$ cat src/rtl/player_motion_if.sv
// Player motion bus: frame strobe and debounced buttons from the game engine,
// registered position/velocity/state back to the engine.
//   master : engine side (drives strobe and buttons, observes motion outputs)
//   slave  : player_motion side
interface player_motion_if;
   logic       gameSCEN;
   logic       debouncedBtnU;
   logic       debouncedBtnL;
   logic       debouncedBtnR;
   logic [9:0] playerX;
   logic [9:0] playerY;
   logic [5:0] velY;
   logic [1:0] motionState;
   logic       airborne;
   logic       frameDone;

   modport master (
      output gameSCEN, debouncedBtnU, debouncedBtnL, debouncedBtnR,
      input  playerX, playerY, velY, motionState, airborne, frameDone
   );

   modport slave (
      input  gameSCEN, debouncedBtnU, debouncedBtnL, debouncedBtnR,
      output playerX, playerY, velY, motionState, airborne, frameDone
   );
endinterface

$ cat src/rtl/player_motion.sv
// Player motion controller: per-frame jump/gravity integration on y with
// floor/ceiling clamping, held-button stepping on x with bound clamping.
//   clk  : system clock
//   rst  : synchronous active-high reset
//   bus  : player_motion_if.slave
//          in  gameSCEN (frame strobe), debouncedBtnU/L/R
//          out playerX, playerY, velY (signed), motionState, airborne,
//              frameDone (one cycle after each frame update)
//
// state        | meaning
// -------------+---------------------------------------------------------
// ST_GROUNDED  | resting on GROUND_Y, velY = 0, a jump request launches
// ST_RISING    | airborne, velY < 0 (moving up the screen)
// ST_FALLING   | airborne, velY >= 0 (apex reached or ceiling hit)
// 2'b11        | illegal, recovers to grounded on the next frame
module player_motion #(
   parameter int GROUND_Y = 400,
   parameter int TOP_Y    = 40,
   parameter int JUMP_V   = 12,
   parameter int GRAVITY  = 1,
   parameter int MAX_FALL = 8,
   parameter int X_MIN    = 0,
   parameter int X_MAX    = 600,
   parameter int X_START  = 300,
   parameter int X_STEP   = 4
) (
   input  logic            clk,
   input  logic            rst,
   player_motion_if.slave  bus
);

   typedef enum logic [1:0] {
      ST_GROUNDED = 2'b00,
      ST_RISING   = 2'b01,
      ST_FALLING  = 2'b10
   } state_t;

   localparam logic [9:0]        GROUND_Y_10 = 10'(GROUND_Y);
   localparam logic [9:0]        TOP_Y_10    = 10'(TOP_Y);
   localparam logic [9:0]        JUMP_V_10   = 10'(JUMP_V);
   localparam logic [9:0]        X_MIN_10    = 10'(X_MIN);
   localparam logic [9:0]        X_MAX_10    = 10'(X_MAX);
   localparam logic [9:0]        X_START_10  = 10'(X_START);
   localparam logic signed [10:0] GROUND_Y_S = 11'(GROUND_Y);
   localparam logic signed [10:0] TOP_Y_S    = 11'(TOP_Y);
   localparam logic signed [10:0] GRAVITY_S  = 11'(GRAVITY);
   localparam logic signed [10:0] MAX_FALL_S = 11'(MAX_FALL);
   localparam logic signed [10:0] X_MIN_S    = 11'(X_MIN);
   localparam logic signed [10:0] X_MAX_S    = 11'(X_MAX);
   localparam logic signed [10:0] X_STEP_S   = 11'(X_STEP);
   // Launch frame already applies one frame of gravity.
   localparam logic signed [5:0]  LAUNCH_V   = 6'(GRAVITY - JUMP_V);

   state_t             state_q, state_d;
   logic [9:0]         x_q, x_d;
   logic [9:0]         y_q, y_d;
   logic signed [5:0]  vel_q, vel_d;
   logic               jump_pending_q, jump_pending_d;
   logic               frame_done_q, frame_done_d;

   logic               jump_req;
   logic signed [10:0] vel_ext;
   logic signed [10:0] new_y;
   logic signed [10:0] vel_plus;
   logic signed [10:0] new_v;
   logic signed [10:0] x_left;
   logic signed [10:0] x_right;

   // A button press in the strobe cycle itself counts for that frame.
   assign jump_req = jump_pending_q | bus.debouncedBtnU;

   // 11-bit signed sums so crossings past either y bound stay visible.
   assign vel_ext  = {{5{vel_q[5]}}, vel_q};
   assign new_y    = $signed({1'b0, y_q}) + vel_ext;
   assign vel_plus = vel_ext + GRAVITY_S;
   assign new_v    = (vel_plus > MAX_FALL_S) ? MAX_FALL_S : vel_plus;
   assign x_left   = $signed({1'b0, x_q}) - X_STEP_S;
   assign x_right  = $signed({1'b0, x_q}) + X_STEP_S;

   always_comb begin
      state_d        = state_q;
      x_d            = x_q;
      y_d            = y_q;
      vel_d          = vel_q;
      jump_pending_d = jump_pending_q | bus.debouncedBtnU;
      frame_done_d   = bus.gameSCEN;

      if (bus.gameSCEN) begin
         // No buffering: a request not taken this frame is dropped.
         jump_pending_d = 1'b0;

         if (bus.debouncedBtnL && !bus.debouncedBtnR) begin
            x_d = (x_left < X_MIN_S) ? X_MIN_10 : x_left[9:0];
         end else if (bus.debouncedBtnR && !bus.debouncedBtnL) begin
            x_d = (x_right > X_MAX_S) ? X_MAX_10 : x_right[9:0];
         end

         case (state_q)
            ST_GROUNDED: begin
               if (jump_req) begin
                  y_d     = y_q - JUMP_V_10;
                  vel_d   = LAUNCH_V;
                  state_d = ST_RISING;
               end
            end
            ST_RISING, ST_FALLING: begin
               if (new_y >= GROUND_Y_S) begin
                  y_d     = GROUND_Y_10;
                  vel_d   = '0;
                  state_d = ST_GROUNDED;
               end else if (new_y < TOP_Y_S) begin
                  y_d     = TOP_Y_10;
                  vel_d   = '0;
                  state_d = ST_FALLING;
               end else begin
                  y_d     = new_y[9:0];
                  vel_d   = new_v[5:0];
                  state_d = new_v[10] ? ST_RISING : ST_FALLING;
               end
            end
            default: begin
               y_d     = GROUND_Y_10;
               vel_d   = '0;
               state_d = ST_GROUNDED;
            end
         endcase
      end
   end

   always_ff @(posedge clk) begin
      if (rst) begin
         state_q        <= ST_GROUNDED;
         x_q            <= X_START_10;
         y_q            <= GROUND_Y_10;
         vel_q          <= '0;
         jump_pending_q <= 1'b0;
         frame_done_q   <= 1'b0;
      end else begin
         state_q        <= state_d;
         x_q            <= x_d;
         y_q            <= y_d;
         vel_q          <= vel_d;
         jump_pending_q <= jump_pending_d;
         frame_done_q   <= frame_done_d;
      end
   end

   assign bus.playerX     = x_q;
   assign bus.playerY     = y_q;
   assign bus.velY        = vel_q;
   assign bus.motionState = state_q;
   assign bus.airborne    = (state_q != ST_GROUNDED);
   assign bus.frameDone   = frame_done_q;

endmodule

$ cat src/flat_wrapper.sv
// flat-port wrapper written by rule: the top's interface ports become plain ports
module player_motion_flat 
#(
   parameter int GROUND_Y = 400,
   parameter int TOP_Y    = 40,
   parameter int JUMP_V   = 12,
   parameter int GRAVITY  = 1,
   parameter int MAX_FALL = 8,
   parameter int X_MIN    = 0,
   parameter int X_MAX    = 600,
   parameter int X_START  = 300,
   parameter int X_STEP   = 4
)
  (clk, rst, bus_gameSCEN, bus_debouncedBtnU, bus_debouncedBtnL, bus_debouncedBtnR, bus_playerX, bus_playerY, bus_velY, bus_motionState, bus_airborne, bus_frameDone);
  player_motion_if bus_i ();
  input  logic clk;
  input  logic rst;
  input wire logic [$bits(bus_i.gameSCEN)-1:0] bus_gameSCEN;
  input wire logic [$bits(bus_i.debouncedBtnU)-1:0] bus_debouncedBtnU;
  input wire logic [$bits(bus_i.debouncedBtnL)-1:0] bus_debouncedBtnL;
  input wire logic [$bits(bus_i.debouncedBtnR)-1:0] bus_debouncedBtnR;
  output wire logic [$bits(bus_i.playerX)-1:0] bus_playerX;
  output wire logic [$bits(bus_i.playerY)-1:0] bus_playerY;
  output wire logic [$bits(bus_i.velY)-1:0] bus_velY;
  output wire logic [$bits(bus_i.motionState)-1:0] bus_motionState;
  output wire logic [$bits(bus_i.airborne)-1:0] bus_airborne;
  output wire logic [$bits(bus_i.frameDone)-1:0] bus_frameDone;
  assign bus_i.gameSCEN = bus_gameSCEN;
  assign bus_i.debouncedBtnU = bus_debouncedBtnU;
  assign bus_i.debouncedBtnL = bus_debouncedBtnL;
  assign bus_i.debouncedBtnR = bus_debouncedBtnR;
  assign bus_playerX = bus_i.playerX;
  assign bus_playerY = bus_i.playerY;
  assign bus_velY = bus_i.velY;
  assign bus_motionState = bus_i.motionState;
  assign bus_airborne = bus_i.airborne;
  assign bus_frameDone = bus_i.frameDone;
  player_motion #(.GROUND_Y(GROUND_Y), .TOP_Y(TOP_Y), .JUMP_V(JUMP_V), .GRAVITY(GRAVITY), .MAX_FALL(MAX_FALL), .X_MIN(X_MIN), .X_MAX(X_MAX), .X_START(X_START), .X_STEP(X_STEP)) u_core (.clk(clk), .rst(rst), .bus(bus_i));
endmodule
$ cat config.mk
export PLATFORM = sky130hd
export DESIGN_NAME = player_motion_flat
export DESIGN_NICKNAME = d
export VERILOG_FILES = /design/src/rtl/player_motion_if.sv /design/src/rtl/player_motion.sv /design/src/flat_wrapper.sv
export SDC_FILE = /design/constraint.sdc
export NUM_CORES = 1
export LEC_CHECK = 0
export BUFFER_PORTS_ARGS = -buffer_cell sky130_fd_sc_hd__buf_2
export CAP_MARGIN = 20
export CORE_UTILIZATION = 55
export DETAILED_ROUTE_END_ITERATION = 6
export PLACE_DENSITY = 0.77
export SYNTH_ARGS = -nofsm -noshare
export SYNTH_HDL_FRONTEND = slang
export SYNTH_SLANG_ARGS = --single-unit
$ cat constraint.sdc
create_clock -name clk -period 5.4 [get_ports clk]
set_clock_uncertainty 0.1 [all_clocks]
set_input_delay 0.81 -clock clk [delete_from_list [all_inputs] [get_ports clk]]
set_output_delay 0.81 -clock clk [all_outputs]
set_load 0.01 [all_outputs]
# [After elaboration in Yosys (flattened, before gate mapping)]
# Cells that the tools add are included.
[word_totals] ff_bits=30 inputBits=6 out_inout_bits=30 word_cells=49
[classes] add_sub_neg=5 magnitude_cmp=5 n_eq_ne=3 mux=18 bitwise_logic=1 reduce_logical=11
[op_table] op="$mux 10" n=7
[op_table] op="$pmux 10 s2" n=1
[op_table] op="$mux 6" n=3
[op_table] op="$pmux 6 s2" n=1
[op_table] op="$add 10x3->11 const B" n=1
[op_table] op="$add 11x6->11" n=1
[op_table] op="$ge 11x10->1 const B" n=1
[op_table] op="$gt 11x11->1 const B" n=1
[op_table] op="$gt 11x5->1 const B" n=1
[op_table] op="$lt 11x1->1 const B" n=1
[op_table] op="$lt 11x7->1 const B" n=1
[op_table] op="$mux 11" n=1
[op_table] op="$sub 10x3->11 const B" n=1
[op_table] op="$sub 10x4->10 const B" n=1
[op_table] op="$mux 2" n=4
[op_table] op="$add 6x2->7 const B" n=1
[op_table] op="$pmux 2 s2" n=1
[op_table] op="$reduce_and 2->1" n=2
[op_table] op="$reduce_bool 2->1" n=2
[op_table] op="$reduce_or 2->1" n=2
[op_table] op="$eq 2x1->1 const B" n=1
[op_table] op="$eq 2x2->1 const B" n=1
[op_table] op="$logic_and 1x1->1" n=2
[op_table] op="$logic_not 1->1" n=2
[op_table] op="other kinds (3)" n=3

# [Depth between registers and ports, before layout]
# Gate-level depths: netlist of run 1.
[logic_depth] depth_word=7 depth_mapped=12 ltp_nobuf=11

# [Worst setup path before layout of run 1]
# Ideal clock, no wire load.
[synth_path] path_type="register to register" start="register u_core.vel_q[0], in the netlist u_core.bus.velY[0]" end="register u_core.vel_q[2], in the netlist u_core.bus.velY[2]" setup_time_ns=0.127 arrival_ns=2.603 t_required_ns=5.173 slack_ns=2.570 stages_incl_launch_ff=12 n_path_buf=0 synth_period_minus_slack_ns=2.830 path_cell_list="dfxtp_1 -> ha_1 -> inv_1 -> fa_1 -> nor2b_1 -> o2111ai_1 -> a21oi_1 -> nor3_1 -> o41ai_2 -> nor2_2 -> and4_1 -> or3_1"
[synth_via] elab_chain_cells=6 word_cells_on_any_way=9 cone_classes="add/sub (2); order compare (3); mux (4)"
[synth_lines] element="start: declaration" line_no="player_motion.sv:57" rtl="logic signed [5:0] vel_q, vel_d;"
[synth_lines] element="start signal: assignment" line_no="player_motion.sv:142" rtl="vel_q <= vel_d;"
[synth_lines] element="$add 6x2->7" line_no="player_motion.sv:75" rtl="assign vel_plus = vel_ext + GRAVITY_S;"
[synth_lines] element="$gt 11x5->1" line_no="player_motion.sv:76" rtl="assign new_v = (vel_plus > MAX_FALL_S) ? MAX_FALL_S : vel_plus;"
[synth_lines] element="$mux 11" line_no="player_motion.sv:76"
[synth_lines] element="$mux 6" line_no="player_motion.sv:111" rtl="end else if (new_y < TOP_Y_S) begin"
[synth_lines] element="$mux 6 (*)" line_no="player_motion.sv:107" rtl="if (new_y >= GROUND_Y_S) begin"
[synth_lines] element="$pmux 6 s2 (*)" line_no="player_motion.sv:98" rtl="case (state_q)"
# Mark *: on every way between the ends. The rest lies on a longest branch, timed or not.
# A chain may end at the register's enable or synchronous reset.

# [Worst setup path after layout of run 1]
[layout_path] start="register u_core.vel_q[5], in the netlist u_core.bus.velY[5]" end="register u_core.vel_q[2], in the netlist u_core.bus.velY[2]"
# The elaborated chain is that of the path after synthesis.

==> results of run 1 <==
routing by layer:
metal  track usage, %  routed length [um]  up-vias
met2             44.4                3170       71
met4             4.44                  25        0
li1                 -                   -     1300
met3             2.60                 305        4
met5                0                   0        -
met1             38.5                3140     1248
worst max-delay path by stage:
| stage | start | to | slack, ns |
|---|---|---|---|
| floorplan | u_core.bus.velY[0] | u_core.bus.velY[2] | 2.57 |
| global placement | u_core.bus.velY[0] | u_core.bus.velY[2] | 2.35 |
| detailed placement | u_core.bus.velY[5] | u_core.bus.velY[2] | 2.26 |
| CTS | u_core.bus.velY[5] | u_core.bus.velY[2] | 2.23 |
| global route | u_core.bus.velY[5] | u_core.bus.velY[2] | 1.95 |
| finish | u_core.bus.velY[5] | u_core.bus.velY[2] | 2.20 |
flip-flops by register name (all words and copies together) (netlist names):
name and count:
u_core.bus.frameDone 1, u_core.bus.playerY 10, u_core.jump_pending_q 1, u_core.bus.velY 6, u_core.bus.playerX 8, u_core.bus.motionState 2
final cells by class:
class	instances	area, um^2	share of cell area (%)
timing repair buffer	33	165	5.95
sequential	28	561	20.2
inverter	20	75.1	2.71
tap	52	65.1	2.35
clock buffer	3	41.3	1.49
multi-input combinational	278	1840	66.2
clock inverter	1	30.0	1.08
layout by cell type (no fill, tap or decap), drive strengths merged, types with 3 or more instances in the layout:
master / instances
a21oi: 35
buf: 33
o21ai: 30
dfxtp: 28
nand2: 27
nor2: 25
inv: 20
ha: 18
nor3: 15
nand3: 10
nor2b: 8
xnor2: 6
a21o: 6
nand2b: 5
xor2: 5
and4: 5
o211ai: 5
and2: 5
or2: 5
o22ai: 4
a211oi: 4
a31o: 4
nand3b: 3
a21boi: 3
nor4: 3
o211a: 3
o2111ai: 3
nor3b: 3
nand4: 3
a22oi: 3
clkbuf: 3
power groups by stage:
stage | registers, mW | logic (mW) | clock network (mW)
floorplan | 0.253 | 0.205 | 0
detailed placement | 0.258 | 0.256 | 0
finish | 0.254 | 0.264 | 0.174
CTS | 0.254 | 0.259 | 0.173
global route | 0.258 | 0.290 | 0.180
global placement | 0.258 | 0.251 | 0
cell families (layout without fill, tap and decap cells):
| logic type | Yosys count | after routing |
|---|---|---|
| and+or+nand+nor | 128 | 128 |
| adders and majority gates | 19 | 19 |
| buffers and inverters | 42 | 57 |
| other | 1 | 2 |
| AOI/OAI and AO/OA | 117 | 117 |
| DFF | 28 | 28 |
| xor gates and xnor gates | 11 | 11 |
| muxes | 1 | 1 |
critical path, cell delays in order, from the launching register on:
cell      delay [ns]
dfxtp_1         0.71
ha_1            0.44
a211oi_1        0.26
o21bai_1        0.11
or2_2           0.29
o211ai_2        0.19
and2_4          0.18
o211ai_2        0.23
and4_1          0.23
or3_1           0.35
==> flow_summary.toml, run 1 <==
[place]
numPortBuffers = 33
place_congestion = 0.905
pre_cts_ws_ns = 2.26
dpl.hpwl_um = 4960
place_area_um2 = 2700
dp_cells = 411

[routing]
antenna_left = 0
route.detailed.drc = 0
routed_wl_um = 6630
drt_iter0_drc = 190
first_pass_iters = 7
num_vias = 2623
wire_per_inst_um = 16.0
vias_per_cell = 6.32

[synth]
synth_xor_area_share_pct = 3.74
syn_area_um2 = 2580
synth_area_leaders = "dfxtp_1 22%, ha_1 8.7%, a21oi_1 6.8%"
syn_inst = 347
synth-simple-area-share_pct = 27.3
synth_top_family_by_area = "compound AO/OA/AOI/OAI gates"
synth_mux_area_share_pct = 0.388
yosysMostFrequentCell = "a21oi_1"
yosys_warnings = 0
synth-seq-cells = 28
synth_edf_count = 0
synth_cell_types = 69
yosysSeqAreaShare_pct = 21.7
synthArstFlopShare_pct = 0
synth-compound-area-share_pct = 30.0
yosys-top-cells-count = "35 x a21oi_1, 28 x dfxtp_1, 27 x nand2_1"
synth.top_cell.area_share_pct = 21.7
synth_ff_type = "dfxtp_1"
synthAdderAreaFrac_pct = 9.51
syn_area_per_cell_um2 = 7.43
yosys.area.top_type = "dfxtp_1"

[hold_path]
min_to = "u_core.bus.playerY[0]"
hold_depth = 2
worstHoldPathType = "reg -> reg"
hp-start = "u_core.bus.playerY[0]"

[sta]
relSlewSlack_pct = 28.2
setup_ws_ns = 2.20
worstMarginPinSlew_ns = 1.07
rsz0062_at_grt = "no"
hold_viol_final = 0
hold_slack_ns = 0.384
max_freq_mhz = 312
final_max_slew_viol_count = 0
finalSetupViolCount = 0
finalCritPeriodShare_pct = 59.3
tns_ns = 0
layout_min_cycle_time_ns = 3.20

[setup_path]
cp_data_required_time_ns = 5.48
r2r_slack_ns = 2.20
rr_worst_depth = 9
start_kind = "register"
crit_arrival_ns = 3.28
crit_path_end_kind = "register"
timing.rr.end = "u_core.bus.velY[2]"
path_class = "reg -> reg"
critPathMaxFanout = 17
reg2reg_from = "u_core.bus.velY[5]"

[clocking]
h-tree-depth = 1
cts_tree = "yes"
cts-buffers-inserted = 3
post-cts-setup-buffers = 0
clk_latency_ns = 0.29
root_buffer = "clkbuf_8"
path_clk_slew_ns = 0.11
cts_sinks = 28
ctsHoldBuffers = 0
cts_resized = 0
clock_path_buffers = 2

[floorplanning]
die_h_um = 70.5
die_x_um = 70.5
io_pins = 36
initial_core_util_pct = 58.4
fp.coreArea_um2 = 4410
rows = 24
fp.dieArea_um2 = 4960

[layout]
fillers = 420
final_util_pct = 62.8
num-nets-final = 389
area.growth.synth_to_final_pct = 7.62
fin_area_um2 = 2770
final_layout_size_suffix_gt1_share_pct = 14.6
fin_cells = 415
n_antenna_cell = 0

[pwr]
clkPwrFrac_pct = 25.1
pwr-share-comb_pct = 38.1
switching_share_pct = 38.2
internal_power_uw = 428
leakagePower_nw = 1.19
p_per_area_nw_per_um2 = 249
pwr-share-seq_pct = 36.8
ir_drop_mv = 0.159
power_switching_uw = 264
total_power_uw = 692

[run]
drv_cap = 0

[grt]
antenna_found_initial = 0
track_usage_pct = 27.0
grt-ovfl-total = 0
grt_max_degree = 27
grt_pass1_wl_um = 11000
grt_pass1_vias = 2280

[outcome]
outcome = "complete, no violations"
No activity file was read; power rests on OpenSTA's default activity.
==> inputs of run 2 (changes only) <==
Clock period 5.4 ns to 2.99 ns, I/O delays scaled along.
==> run 2 against run 1 <==
  * Worst hold slack got worse by 0.057 ns
  * First-iteration DRC count increased by 32%
  * Fmax increased by 11%
  * Design area increased by 4.6%
  * Critical path depth increased by 1
  * Total power increased by 78%
  * Largest power group unchanged
==> flow_summary.toml, run 2 (same netlist as run 1, synthesis figures left out) <==
[pwr]
ir_drop_mv = 0.262
clkPwrFrac_pct = 19.7
pwr-share-seq_pct = 35.9
switching_share_pct = 39.0
internal_power_uw = 753
total_power_mw = 1.23
power_switching_uw = 481
leakagePower_nw = 1.26
p_per_area_nw_per_um2 = 425
pwr-share-comb_pct = 44.4

[sta]
hold_viol_final = 0
max_freq_mhz = 347
finalCritPeriodShare_pct = 96.4
final_max_slew_viol_count = 0
rsz0062_at_grt = "no"
tns_ns = 0
layout_min_cycle_time_ns = 2.88
finalSetupViolCount = 0

[routing]
antenna_left = 0
wire_per_inst_um = 15.6
vias_per_cell = 6.24
routed_wl_um = 6720
route.detailed.drc = 0
first_pass_iters = 5
num_vias = 2689
drt_iter0_drc = 250

[setup_path]
path_class = "reg -> reg"
crit_arrival_ns = 3.00
start_kind = "register"
crit_path_end_kind = "register"
crit_buf_inv = 1
cp_top_family = "compound AO/OA/AOI/OAI gates"
startpoint = "u_core.bus.velY[4]"
reg2reg_from = "u_core.bus.velY[4]"
r2r_slack_ns = 0.11
cpPeakStageDelay_ns = 0.41
critPathMaxFanout = 7
slowest_stage = "ha_1"
cp_data_required_time_ns = 3.11
crit_chain = "ha_1, a21o_1, a31o_1, or3_4, a211oi_2, o41ai_2, buf_4, nor2b_1, nand3_1, o21ai_1"

[clocking]
root_buffer = "clkbuf_8"
h-tree-depth = 1
cts-buffers-inserted = 3
post-cts-setup-buffers = 0
cts_sinks = 28
cts_tree = "yes"
clock_path_buffers = 2
clk_latency_ns = 0.28
path_clk_slew_ns = 0.10

[floorplanning]
fp.dieArea_um2 = 4960
initial_core_util_pct = 58.4
io_pins = 36
fp.coreArea_um2 = 4410
die_h_um = 70.5
die_x_um = 70.5
rows = 24

[layout]
layout_common_cells = "34 x a21oi_1, 33 x buf_2, 27 x nand2_1"
multi_input_area_um2 = 1860
num-nets-final = 405
largest_reg_flops = 10
regArea_um2 = 564
final_layout_size_suffix_gt1_share_pct = 20.1
area.growth.synth_to_final_pct = 12.6
n_antenna_cell = 0
final_common_cell = "a21oi_1"
fillers = 405

[place]
place_congestion = 0.871
numPortBuffers = 33
dpl.hpwl_um = 4950

[outcome]
outcome = "complete, no violations"

[grt]
antenna_found_initial = 0
grt_pass1_vias = 2478
grt-ovfl-total = 0
track_usage_pct = 28.4
grt_max_degree = 27
grt_pass1_wl_um = 11600

[hold_path]
hp-start = "bus_gameSCEN"
worstHoldPathType = "in -> reg"

[run]
drv_cap = 0
-- run 2: per-layer routing --
metal  vias up  track usage (%)  routed length, um
li1       1330                -                  -
met1      1251             39.5               3160
met2        98             46.1               3100
met3        10             2.31                315
met4         0             9.11                136
met5         -                0                  0
-- run 2: path summary, 6_finish.rpt --
check	endpoint	depth (start not counted)
hold / removal	u_core.jump_pending_q	2
hold reg to reg	u_core.bus.playerY[0]	2
setup reg to reg	u_core.bus.playerY[1]	10
setup / recovery	u_core.bus.playerY[1]	10
-- run 2: cell type report --
type | instances | share of cell area (%)
Timing Repair Buffer | 49 | 9.83
Tap cell | 52 | 2.24
Sequential cell | 28 | 19.4
Inverter | 20 | 2.59
Clock buffer | 4 | 1.90
Multi-Input combinational cell | 278 | 64.0
-- run 2: stage by stage --
| step | setup WS [ns] | area (um^2) | hold slack, ns | utilization (%) | cells |
|---|---|---|---|---|---|
| 6_report | 0.108 | 2900 | 0.327 | 65.7 | 431 |
| 5_1_grt | 0.0245 | 2900 | 0.330 | 65.7 | 431 |
| 4_1_cts | 0.0486 | 2880 | 0.320 | 65.2 | 431 |
| 3_5_place_dp | 0.0551 | 2820 | 0.362 | 63.9 | 427 |
| 3_3_place_gp | 0.153 | 2820 | 0.353 | 63.9 | 427 |
| 2_1_floorplan | 0.160 | 2580 | 0.371 | - | 348 |
-- run 2: worst register-to-register path, stage by stage, from the launching register on --
cell and delay, ns:
dfxtp_1 0.34, ha_1 0.41, a21o_1 0.23, a31o_1 0.24, or3_4 0.40, a211oi_2 0.25
o41ai_2 0.12, buf_4 0.16, nor2b_1 0.24, nand3_1 0.18, o21ai_1 0.15
-- run 2: repair_timing --
action / CTS / global route
setup endpoints to repair: 0 / 14
hold buffers: 0 / 0
resized for setup: 0 / 8
-- run 2: power groups by stage --
stage / sequential (mW) / combinational (mW) / clock [mW]
after floorplan: 0.456 / 0.371 / 0
after global placement: 0.449 / 0.520 / 0
after detailed placement: 0.450 / 0.529 / 0
after CTS: 0.441 / 0.532 / 0.244
after global routing: 0.449 / 0.603 / 0.260
final: 0.443 / 0.548 / 0.243
==> inputs of run 3 (changes only) <==
Clock period 2.99 ns to 3.1 ns, I/O delays scaled along.
==> run 3 against run 2 <==
  * Worst hold slack gained 0.015 ns
  * Global-route usage shrank 1.3 points
  * Cell count is 1.2% lower
  * Via count shrank 1.0%
  * Design area down 1.7%
  * Fmax is 1.6% lower
  * Total power down 5.0%
  * Non-clock buffer count is 5 lower
  * Worst setup slack improved by 0.062 ns
  * Routed wire length up 0.40%
  * Largest power group unchanged
  * Highest routed layer unchanged
==> flow_summary.toml, run 3 (same netlist as run 1, synthesis figures left out) <==
[outcome]
outcome = "complete, no violations"

[routing]
wire_per_inst_um = 15.8
drt_iter0_drc = 320
first_pass_iters = 5
routed_wl_um = 6740
route.detailed.drc = 0
vias_per_cell = 6.25
antenna_left = 0
num_vias = 2662

[place]
place_congestion = 0.844
numPortBuffers = 33
dpl.hpwl_um = 5040

[floorplanning]
fp.coreArea_um2 = 4410
io_pins = 36
initial_core_util_pct = 58.4
die_h_um = 70.5
fp.dieArea_um2 = 4960
rows = 24
die_x_um = 70.5

[clocking]
root_buffer = "clkbuf_8"
clock_path_buffers = 2
cts-buffers-inserted = 3
cts_sinks = 28
cts_tree = "yes"
ctsHoldBuffers = 0
h-tree-depth = 1
clk_latency_ns = 0.28
path_clk_slew_ns = 0.09

[grt]
grt_pass1_wl_um = 11000
grt-ovfl-total = 0
grt_pass1_vias = 2357
grt_max_degree = 27
track_usage_pct = 27.1
antenna_found_initial = 0

[layout]
num-nets-final = 400
final_layout_size_suffix_gt1_share_pct = 18.2
final_common_cell = "a21oi_1"
n_antenna_cell = 0
area.growth.synth_to_final_pct = 10.7
largest_reg_flops = 10
layout_common_cells = "34 x a21oi_1, 33 x buf_2, 27 x nand2_1, 27 x dfxtp_1, 24 x nor2_1"

[sta]
hold_viol_final = 0
relSlewSlack_pct = 59.0
rsz0062_at_grt = "no"
tns_ns = 0
finalSetupViolCount = 0
max_freq_mhz = 341
final_max_slew_viol_count = 0
finalCritPeriodShare_pct = 94.5
layout_min_cycle_time_ns = 2.93
worstMarginPinSlew_ns = 0.613

[pwr]
p_per_area_nw_per_um2 = 411
leakagePower_nw = 1.23
total_power_mw = 1.17
ir_drop_mv = 0.297

[run]
drv_cap = 0

[setup_path]
path_class = "reg -> reg"
critPathMaxFanout = 4
start_kind = "register"
crit_arrival_ns = 3.00
cp_data_required_time_ns = 3.17
crit_path_end_kind = "register"

[hold_path]
worstHoldPathType = "in -> reg"
run 3: what timing repair did:
item,in CTS,in global routing
endpoints found under the setup margin,0,10
buffers inserted,0,1
resized for setup,0,4
run 3: where the power goes:
part	leakage (nW)	switching, mW	internal [mW]
Clock	0.0288	0.119	0.114
Combinational	0.975	0.300	0.214
Sequential	0.230	0.0396	0.387
run 3: layer usage:
| layer | up-vias | track usage, % | wire length (um) |
|---|---|---|---|
| li1 | 1326 | - | - |
| met3 | 7 | 3.46 | 394 |
| met2 | 103 | 43.2 | 3160 |
| met5 | - | 0 | 0 |
| met4 | 0 | 7.78 | 75 |
| met1 | 1226 | 37.9 | 3110 |
run 3: final timing paths:
| check | start | depth (start not counted) | to | slack, ns |
|---|---|---|---|---|
| worst max-delay path | u_core.bus.playerY[0] | 12 | u_core.bus.velY[2] | 0.17 |
| worst min-delay path | bus_gameSCEN | 2 | u_core.jump_pending_q | 0.34 |
| worst max register to register | u_core.bus.playerY[0] | 12 | u_core.bus.velY[2] | 0.17 |
| worst min register to register | u_core.bus.playerY[0] | 2 | u_core.bus.playerY[0] | 0.37 |
run 3: critical path: stages, from the launching register on:
cell and delay (ns):
dfxtp_2 0.35, ha_1 0.16, inv_1 0.05, fa_1 0.44
nor2b_2 0.16, o22ai_1 0.11, xnor2_1 0.32, a211oi_2 0.10
o41ai_2 0.25, buf_4 0.19, nor2_2 0.05, and4_1 0.18
or3_1 0.36
run 3: area by class of cell:
cell class,instances,area (um^2)
Multi-Input combinational cell,278,1850
Fill cell,389,1560
Sequential cell,28,562
Timing Repair Buffer,44,248
Inverter,20,75.1
Tap cell,52,65.1
Clock buffer,4,55.1
run 3: through the flow:
step	area, um^2	instances	setup WS [ns]	hold slack, ns	utilization (%)
6_report	2850	426	0.170	0.342	64.6
5_1_grt	2850	426	0.0330	0.355	64.6
4_1_cts	2830	425	0.0948	0.333	64.2
3_5_place_dp	2780	421	0.120	0.365	62.9
3_3_place_gp	2780	421	0.218	0.352	62.9
2_1_floorplan	2580	348	0.270	0.371	-
